### config.mk
export PLATFORM = sky130hd
export DESIGN_NAME = alu_multicycle
export DESIGN_NICKNAME = d
export VERILOG_FILES = /design/src/rtl/alu_pkg.sv /design/src/rtl/alu_muldiv_iter.sv /design/src/rtl/alu_multicycle.sv
export SDC_FILE = /design/constraint.sdc
export NUM_CORES = 1
export LEC_CHECK = 0
export BUFFER_PORTS_ARGS = -buffer_cell sky130_fd_sc_hd__buf_2
export CAP_MARGIN = 20
export CORE_ASPECT_RATIO = 0.8
export CORE_MARGIN = 10
export CORE_UTILIZATION = 45
export DETAILED_ROUTE_END_ITERATION = 8
export PLACE_DENSITY = 0.74
export SLEW_MARGIN = 20
export SYNTH_ARGS = -nofsm -noshare
export SYNTH_HDL_FRONTEND = slang
export SYNTH_SLANG_ARGS = --single-unit
export TNS_END_PERCENT = 1
### constraint.sdc
create_clock -name clk -period 3.9 [get_ports clk]
set_input_delay 0.195 -clock clk [delete_from_list [all_inputs] [get_ports clk]]
set_output_delay 0.195 -clock clk [all_outputs]
set_load 0.02 [all_outputs]
### src/rtl/alu_pkg.sv
// Shared definitions for the multicycle MIPS ALU.
//   - MIPS opcode and funct encodings recognised by the decoder
//   - alu_state_t: control FSM states (idle, multiply, divide, completion)
package alu_pkg;

    // Opcodes
    localparam logic [5:0] OP_RTYPE = 6'b000000;
    localparam logic [5:0] OP_ADDIU = 6'b001001;
    localparam logic [5:0] OP_SLTI  = 6'b001010;
    localparam logic [5:0] OP_SLTIU = 6'b001011;
    localparam logic [5:0] OP_ANDI  = 6'b001100;
    localparam logic [5:0] OP_ORI   = 6'b001101;
    localparam logic [5:0] OP_XORI  = 6'b001110;
    localparam logic [5:0] OP_LUI   = 6'b001111;
    localparam logic [5:0] OP_LW    = 6'b100011;
    localparam logic [5:0] OP_SW    = 6'b101011;

    // R-type funct codes
    localparam logic [5:0] FN_SLL   = 6'b000000;
    localparam logic [5:0] FN_SRL   = 6'b000010;
    localparam logic [5:0] FN_SRA   = 6'b000011;
    localparam logic [5:0] FN_JR    = 6'b001000;
    localparam logic [5:0] FN_MFHI  = 6'b010000;
    localparam logic [5:0] FN_MFLO  = 6'b010010;
    localparam logic [5:0] FN_MULT  = 6'b011000;
    localparam logic [5:0] FN_MULTU = 6'b011001;
    localparam logic [5:0] FN_DIV   = 6'b011010;
    localparam logic [5:0] FN_DIVU  = 6'b011011;
    localparam logic [5:0] FN_ADDU  = 6'b100001;
    localparam logic [5:0] FN_SUBU  = 6'b100011;
    localparam logic [5:0] FN_AND   = 6'b100100;
    localparam logic [5:0] FN_OR    = 6'b100101;
    localparam logic [5:0] FN_XOR   = 6'b100110;
    localparam logic [5:0] FN_NOR   = 6'b100111;
    localparam logic [5:0] FN_SLT   = 6'b101010;
    localparam logic [5:0] FN_SLTU  = 6'b101011;

    typedef enum logic [1:0] {S_IDLE, S_MUL, S_DIV, S_DONE} alu_state_t;

endpackage

### src/rtl/alu_muldiv_iter.sv
// Radix-2 iterative multiplier / restoring divider working on operand magnitudes.
// A start pulse loads the operands; WIDTH steps follow, one per cycle. 'done' is high
// during the cycle in which the last step executes, so hi/lo are final the cycle after.
// Build option: ALU_DIV_EN adds the divider datapath and the is_div port.
// Ports:
//   clk, rst_n      clock, synchronous active-low reset
//   start           load operands and begin iterating
//   is_signed       treat op1/op2 as two's complement
//   is_div          (ALU_DIV_EN only) divide instead of multiply
//   op1, op2        multiplicand/multiplier or dividend/divisor
//   done            last iteration in progress
//   hi, lo          product {hi,lo}, or remainder/quotient, with sign applied
module alu_muldiv_iter #(
    parameter int WIDTH = 32
) (
    input  logic             clk,
    input  logic             rst_n,
    input  logic             start,
    input  logic             is_signed,
`ifdef ALU_DIV_EN
    input  logic             is_div,
`endif
    input  logic [WIDTH-1:0] op1,
    input  logic [WIDTH-1:0] op2,
    output logic             done,
    output logic [WIDTH-1:0] hi,
    output logic [WIDTH-1:0] lo
);

    localparam int CNT_W = $clog2(WIDTH);

    logic [CNT_W-1:0] cnt_reg;
    logic             active_reg;
    // acc: running high product half / partial remainder; q: multiplier bits / quotient
    logic [WIDTH-1:0] acc_reg, acc_next;
    logic [WIDTH-1:0] q_reg, q_next;
    logic [WIDTH-1:0] b_reg;
    logic             neg_lo_reg;
    logic [WIDTH:0]   mul_sum;
    logic [2*WIDTH-1:0] prod;
`ifdef ALU_DIV_EN
    logic             div_reg;
    logic             dz_reg;
    logic             neg_hi_reg;
    logic [WIDTH-1:0] dividend_reg;
    logic [WIDTH:0]   div_shift;
    logic             div_ge;
`endif

    function automatic logic [WIDTH-1:0] mag(input logic [WIDTH-1:0] v, input logic sgn);
        return (sgn && v[WIDTH-1]) ? (-v) : v;
    endfunction

    // One iteration step
    always_comb begin
        mul_sum  = {1'b0, acc_reg} + (q_reg[0] ? {1'b0, b_reg} : '0);
        acc_next = mul_sum[WIDTH:1];
        q_next   = {mul_sum[0], q_reg[WIDTH-1:1]};
`ifdef ALU_DIV_EN
        div_shift = {acc_reg, q_reg[WIDTH-1]};
        div_ge    = (div_shift >= {1'b0, b_reg});
        if (div_reg) begin
            // The true difference is below the divisor, so a WIDTH-bit subtract is exact
            acc_next = div_ge ? (div_shift[WIDTH-1:0] - b_reg) : div_shift[WIDTH-1:0];
            q_next   = {q_reg[WIDTH-2:0], div_ge};
        end
`endif
    end

    always_ff @(posedge clk) begin
        if (!rst_n) begin
            cnt_reg      <= '0;
            active_reg   <= 1'b0;
            acc_reg      <= '0;
            q_reg        <= '0;
            b_reg        <= '0;
            neg_lo_reg   <= 1'b0;
`ifdef ALU_DIV_EN
            div_reg      <= 1'b0;
            dz_reg       <= 1'b0;
            neg_hi_reg   <= 1'b0;
            dividend_reg <= '0;
`endif
        end else if (start) begin
            cnt_reg      <= CNT_W'(WIDTH-1);
            active_reg   <= 1'b1;
            acc_reg      <= '0;
            q_reg        <= mag(op1, is_signed);
            b_reg        <= mag(op2, is_signed);
            // Product / quotient is negative when operand signs differ
            neg_lo_reg   <= is_signed && (op1[WIDTH-1] ^ op2[WIDTH-1]);
`ifdef ALU_DIV_EN
            div_reg      <= is_div;
            dz_reg       <= (op2 == '0);
            neg_hi_reg   <= is_signed && op1[WIDTH-1];
            dividend_reg <= op1;
`endif
        end else if (active_reg) begin
            acc_reg <= acc_next;
            q_reg   <= q_next;
            if (cnt_reg == '0) begin
                active_reg <= 1'b0;
            end else begin
                cnt_reg <= cnt_reg - CNT_W'(1);
            end
        end
    end

    assign done = active_reg && (cnt_reg == '0);

    always_comb begin
        prod = {acc_reg, q_reg};
        if (neg_lo_reg) begin
            prod = -prod;
        end
        hi = prod[2*WIDTH-1:WIDTH];
        lo = prod[WIDTH-1:0];
`ifdef ALU_DIV_EN
        if (div_reg) begin
            if (dz_reg) begin
                // Divide by zero reports raw dividend and an all-ones quotient
                hi = dividend_reg;
                lo = '1;
            end else begin
                hi = neg_hi_reg ? (-acc_reg) : acc_reg;
                lo = neg_lo_reg ? (-q_reg) : q_reg;
            end
        end
`endif
    end

endmodule

### src/rtl/alu_multicycle.sv
// Registered MIPS execute-stage ALU with iterative MULT/MULTU/DIV/DIVU and HI/LO.
// Single-cycle ops return one cycle after accept; mul/div return WIDTH+1 cycles
// after accept, with in_ready low from accept through the completion cycle.
// Build option: ALU_DIV_EN enables DIV/DIVU; otherwise they complete as illegal.
// Ports:
//   clk, rst_n           clock, synchronous active-low reset
//   in_valid, in_ready   request handshake (in_ready = !busy)
//   opcode, func_code    MIPS opcode / funct (funct only for R-type)
//   shamt                shift amount for SLL/SRL/SRA
//   op1, op2             rs value; rt value or extended immediate
//   out_valid            one-cycle completion pulse
//   result, illegal      result value and unsupported-op flag (qualified by out_valid)
//   busy                 mul/div in progress
//   hi, lo               architectural HI/LO
module alu_multicycle #(
    parameter int WIDTH   = 32,
    parameter int SHAMT_W = 5
) (
    input  logic               clk,
    input  logic               rst_n,
    input  logic               in_valid,
    output logic               in_ready,
    input  logic [5:0]         opcode,
    input  logic [5:0]         func_code,
    input  logic [SHAMT_W-1:0] shamt,
    input  logic [WIDTH-1:0]   op1,
    input  logic [WIDTH-1:0]   op2,
    output logic               out_valid,
    output logic [WIDTH-1:0]   result,
    output logic               illegal,
    output logic               busy,
    output logic [WIDTH-1:0]   hi,
    output logic [WIDTH-1:0]   lo
);
    import alu_pkg::*;

    alu_state_t       state_reg, state_next;
    logic [WIDTH-1:0] result_reg;
    logic             illegal_reg;
    logic             out_valid_reg;
    logic [WIDTH-1:0] hi_reg, lo_reg;

    logic [WIDTH-1:0] sc_result;
    logic             dec_illegal, dec_mul, dec_div, dec_signed;
    logic             accept;
    logic             iter_done;
    logic [WIDTH-1:0] iter_hi, iter_lo;

    assign busy     = (state_reg != S_IDLE);
    assign in_ready = !busy;
    assign accept   = in_valid && in_ready;

    // Decode and single-cycle datapath
    always_comb begin
        sc_result   = '0;
        dec_illegal = 1'b0;
        dec_mul     = 1'b0;
        dec_div     = 1'b0;
        dec_signed  = 1'b0;
        case (opcode)
            OP_RTYPE: begin
                case (func_code)
                    FN_SLL:         sc_result = op2 << shamt;
                    FN_SRL:         sc_result = op2 >> shamt;
                    FN_SRA:         sc_result = $signed(op2) >>> shamt;
                    FN_JR, FN_ADDU: sc_result = op1 + op2;
                    FN_SUBU:        sc_result = op1 - op2;
                    FN_AND:         sc_result = op1 & op2;
                    FN_OR:          sc_result = op1 | op2;
                    FN_XOR:         sc_result = op1 ^ op2;
                    FN_NOR:         sc_result = ~(op1 | op2);
                    FN_SLT:         sc_result = {{(WIDTH-1){1'b0}}, $signed(op1) < $signed(op2)};
                    FN_SLTU:        sc_result = {{(WIDTH-1){1'b0}}, op1 < op2};
                    FN_MFHI:        sc_result = hi_reg;
                    FN_MFLO:        sc_result = lo_reg;
                    FN_MULT: begin
                        dec_mul    = 1'b1;
                        dec_signed = 1'b1;
                    end
                    FN_MULTU:       dec_mul = 1'b1;
`ifdef ALU_DIV_EN
                    FN_DIV: begin
                        dec_div    = 1'b1;
                        dec_signed = 1'b1;
                    end
                    FN_DIVU:        dec_div = 1'b1;
`else
                    FN_DIV, FN_DIVU: dec_illegal = 1'b1;
`endif
                    default:        dec_illegal = 1'b1;
                endcase
            end
            OP_ADDIU, OP_LW, OP_SW: sc_result = op1 + op2;
            OP_SLTI:  sc_result = {{(WIDTH-1){1'b0}}, $signed(op1) < $signed(op2)};
            OP_SLTIU: sc_result = {{(WIDTH-1){1'b0}}, op1 < op2};
            OP_ANDI:  sc_result = op1 & op2;
            OP_ORI:   sc_result = op1 | op2;
            OP_XORI:  sc_result = op1 ^ op2;
            OP_LUI:   sc_result = op2 << (WIDTH/2);
            default:  dec_illegal = 1'b1;
        endcase
    end

    alu_muldiv_iter #(
        .WIDTH(WIDTH)
    ) u_iter (
        .clk       (clk),
        .rst_n     (rst_n),
        .start     (accept && (dec_mul || dec_div)),
        .is_signed (dec_signed),
`ifdef ALU_DIV_EN
        .is_div    (dec_div),
`endif
        .op1       (op1),
        .op2       (op2),
        .done      (iter_done),
        .hi        (iter_hi),
        .lo        (iter_lo)
    );

    // Control FSM
    always_comb begin
        state_next = state_reg;
        case (state_reg)
            S_IDLE: begin
                if (accept && dec_mul) begin
                    state_next = S_MUL;
                end else if (accept && dec_div) begin
                    state_next = S_DIV;
                end
            end
            S_MUL, S_DIV: begin
                if (iter_done) begin
                    state_next = S_DONE;
                end
            end
            S_DONE:  state_next = S_IDLE;
            default: state_next = S_IDLE;
        endcase
    end

    always_ff @(posedge clk) begin
        if (!rst_n) begin
            state_reg <= S_IDLE;
        end else begin
            state_reg <= state_next;
        end
    end

    always_ff @(posedge clk) begin
        if (!rst_n) begin
            result_reg    <= '0;
            illegal_reg   <= 1'b0;
            out_valid_reg <= 1'b0;
            hi_reg        <= '0;
            lo_reg        <= '0;
        end else begin
            out_valid_reg <= 1'b0;
            if (accept) begin
                if (dec_mul || dec_div) begin
                    // mul/div completions report result 0
                    result_reg  <= '0;
                    illegal_reg <= 1'b0;
                end else begin
                    result_reg    <= sc_result;
                    illegal_reg   <= dec_illegal;
                    out_valid_reg <= 1'b1;
                end
            end
            if (state_reg == S_DONE) begin
                hi_reg <= iter_hi;
                lo_reg <= iter_lo;
            end
        end
    end

    // The completion cycle of a mul/div is the DONE state itself
    assign out_valid = out_valid_reg || (state_reg == S_DONE);
    assign result    = result_reg;
    assign illegal   = illegal_reg;
    assign hi        = hi_reg;
    assign lo        = lo_reg;

endmodule

==> flow_summary.toml <==
[timing]
worst_pin_slew_ns = 1.05
finalClockSkew_ns = 0.0121
drv_slew = 0
min_period_ns = 3.56
fmax_mhz = 281
finalSetupViolCount = 0
slew_headroom_pct = 29.4
hold_viol = 0
fin_setup_tns_ns = 0
rsz0062_at_grt = "no"
fin_crit_sh_pct = 91.3

[setup_path]
crit_family = "compound AO/OA/AOI/OAI gates"
cp_common_cell = "a21oi_1"
critPathLaunchType = "flop"
worstPathCellList = "buf_4 > and2_1 > ha_1 > nand4_1 > nor4_1 > a2111oi_0 > a21oi_1 > a211oi_1 > a21oi_1 > a31oi_1 > o21ai_1 > xnor2_1 > o22ai_1"
worstPathArrival_ns = 3.98
critPathSlowestCell = "dfxtp_2"
crit_fanout = 20
endpoint_kind = "flop"
crit_type = "reg2reg"
critPathMaxStageDelay_ns = 0.48
critPathBufInv = 1
worstPathRequired_ns = 4.32

[synth]
ys_seq_area_share_pct = 18.1
ys_types = 88
synthAdderAreaFrac_pct = 7.83
synth_warnings = 0
synth_edf_count = 0
synthCells = 2937
syn-num-nets = 3160
synth_xor_area_share_pct = 6.66
synthMuxAreaShare_pct = 12.7
yosys_most_used_dff = "dfxtp_1"
synth_top_family_by_area = "compound AO/OA/AOI/OAI gates"
synth_compound_area_share_pct = 29.1
netlist_area_mm2 = 0.0225
synthSimpleGateAreaFrac_pct = 19.5
async_flop_share_pct = 0
ys_ff_latch = 203
synth.avg_cell_area_um2 = 7.66

[clocking]
root_buffer = "clkbuf_16"
clkSinkCount = 203
holdBufCountCts = 0
worst_skew_pair.late_latency_ns = 0.56
htree_levels = 1
ctsResizeCount = 0
clockBufferDepth = 3
clk_pin_slew_ns = 0.06
tritoncts = "done"
post_cts_buffers = 0
cts_made_buffers = 25

[die]
fp-row-count = 73
start_util_pct = 45.4
die_x_um = 270
core_mm2 = 0.0496
ioPinCount = 184
dieArea_mm2 = 0.0594
die_h_um = 220

[grt]
grt_pass1_wl_um = 169000
grtUsageTotal_pct = 37.8
overflow = 0
grt_max_degree = 109
antenna_found_initial = 7
grt_pass1_vias = 23800

[placement]
gp_congestion = 1.11
numPortBuffers = 183
placedInstanceArea_mm2 = 0.0251
dp_hpwl_um = 93000

[drt]
drt_iter0_drc = 4878
via_per_inst = 6.95
vias = 26500
wire_per_inst_um = 31.1
ant_nets = 0
routed_wl_um = 119000
drc = 0
dr.pass1.iters = 8

[layout]
design_area_mm2 = 0.0260
utilization_pct = 52.4
syn_to_final_growth_pct = 15.6
drive_above_1_share_pct = 17.9
nets = 3340
final_common_cell = "nand2_1"
nFillCells = 4855
layout_common_cells = "280 x nand2_1, 247 x nor2_1, 200 x dfxtp_1"

[pwr]
power.density_mw_per_mm2 = 258
peakVddDrop_mv = 0.351
p_leak_uw = 0.0116

[min_path]
holdCritPathClass = "in2reg"

[outcome]
status = "finished clean"

[run]
cap_violations = 0
[final timing paths]
check / slack [ns] / startpoint / cells past startpoint / to
min reg2reg: 0.45 / result[11]$_SDFFE_PN0P_ / 2 / result[11]$_SDFFE_PN0P_
max: 0.34 / u_iter.q_reg[0]$_SDFFE_PN0P_ / 13 / u_iter.acc_reg[30]$_SDFFE_PP0P_
min: 0.06 / in_valid / 3 / u_iter.neg_lo_reg$_SDFFE_PN0P_
max reg2reg: 0.34 / u_iter.q_reg[0]$_SDFFE_PN0P_ / 13 / u_iter.acc_reg[30]$_SDFFE_PP0P_
[tightest hold or removal path, cell delays in order]
cell	delay (ns)
buf_2	0.17
nand4_1	0.12
a21boi_0	0.08
[cells in the mapped netlist, types with 28 or more instances]
cell | n | area, um2
a211oi_1 | 56 | 420
a21o_1 | 43 | 323
a21oi_1 | 190 | 951
a221oi_1 | 32 | 280
a22oi_1 | 58 | 435
a31oi_1 | 36 | 225
and2_1 | 47 | 294
buf_1 | 28 | 105
clkbuf_1 | 191 | 717
dfxtp_1 | 203 | 4060
ha_1 | 136 | 1700
inv_1 | 124 | 465
mux2i_1 | 123 | 1230
mux4_2 | 67 | 1510
nand2_1 | 280 | 1050
nand3_1 | 50 | 250
nor2_1 | 250 | 938
nor2b_1 | 33 | 206
nor3_1 | 61 | 305
o211a_1 | 77 | 771
o21ai_0 | 168 | 841
o21ai_1 | 28 | 140
o31ai_1 | 36 | 270
or3_1 | 33 | 206
xnor2_1 | 119 | 1040
xor2_1 | 52 | 455
[through the flow]
step | std cells | total power (uW) | worst slack, ns | hold WS (ns)
after floorplan | 2937 | 3210 | 0.733 | 0.362
after global placement | 3765 | 3990 | 0.322 | 0.432
after detailed placement | 3765 | 3970 | 0.276 | 0.440
after CTS | 3810 | 6600 | 0.229 | 0.0507
after global routing | 3810 | 6850 | 0.00457 | 0.0901
final | 3814 | 6720 | 0.341 | 0.0566
[power by group]
| part | switching (uW) | leakage [uW] | internal (uW) |
|---|---|---|---|
| combinational | 1300 | 0.00952 | 665 |
| clock | 1050 | 0.000445 | 1620 |
| sequential | 6.57 | 0.00164 | 2080 |
[final cells by class]
cell class | count | area, um2 | area share, %
Tap cell | 675 | 845 | 3.25
Timing Repair Buffer | 388 | 2570 | 9.89
Clock inverter | 15 | 250 | 0.962
Antenna cell | 4 | 10.0 | 0.0385
Multi-Input combinational cell | 2371 | 17100 | 65.8
Sequential cell | 203 | 4070 | 15.7
Inverter | 128 | 480 | 1.85
Clock buffer | 30 | 664 | 2.55
[kinds of logic (layout without fill, tap and decap cells)]
family / Yosys count / in the layout
mux: 200 / 200
flops: 203 / 203
buf+inv: 363 / 561
xor+xnor: 171 / 171
other cells: 0 / 4
fa+ha+maj: 139 / 139
simple gates: 913 / 913
compound gates: 948 / 948
[metal layers]
metal / vias up / track usage (%) / share of wire (%)
met1: 12600 / 51.4 / 40
met5: - / 0 / 0.034
met3: 338 / 15.9 / 17
met2: 2258 / 50.7 / 38
met4: 6 / 16.9 / 5.3
li1: 11200 / - / -
(Power assumes the default switching activity.)
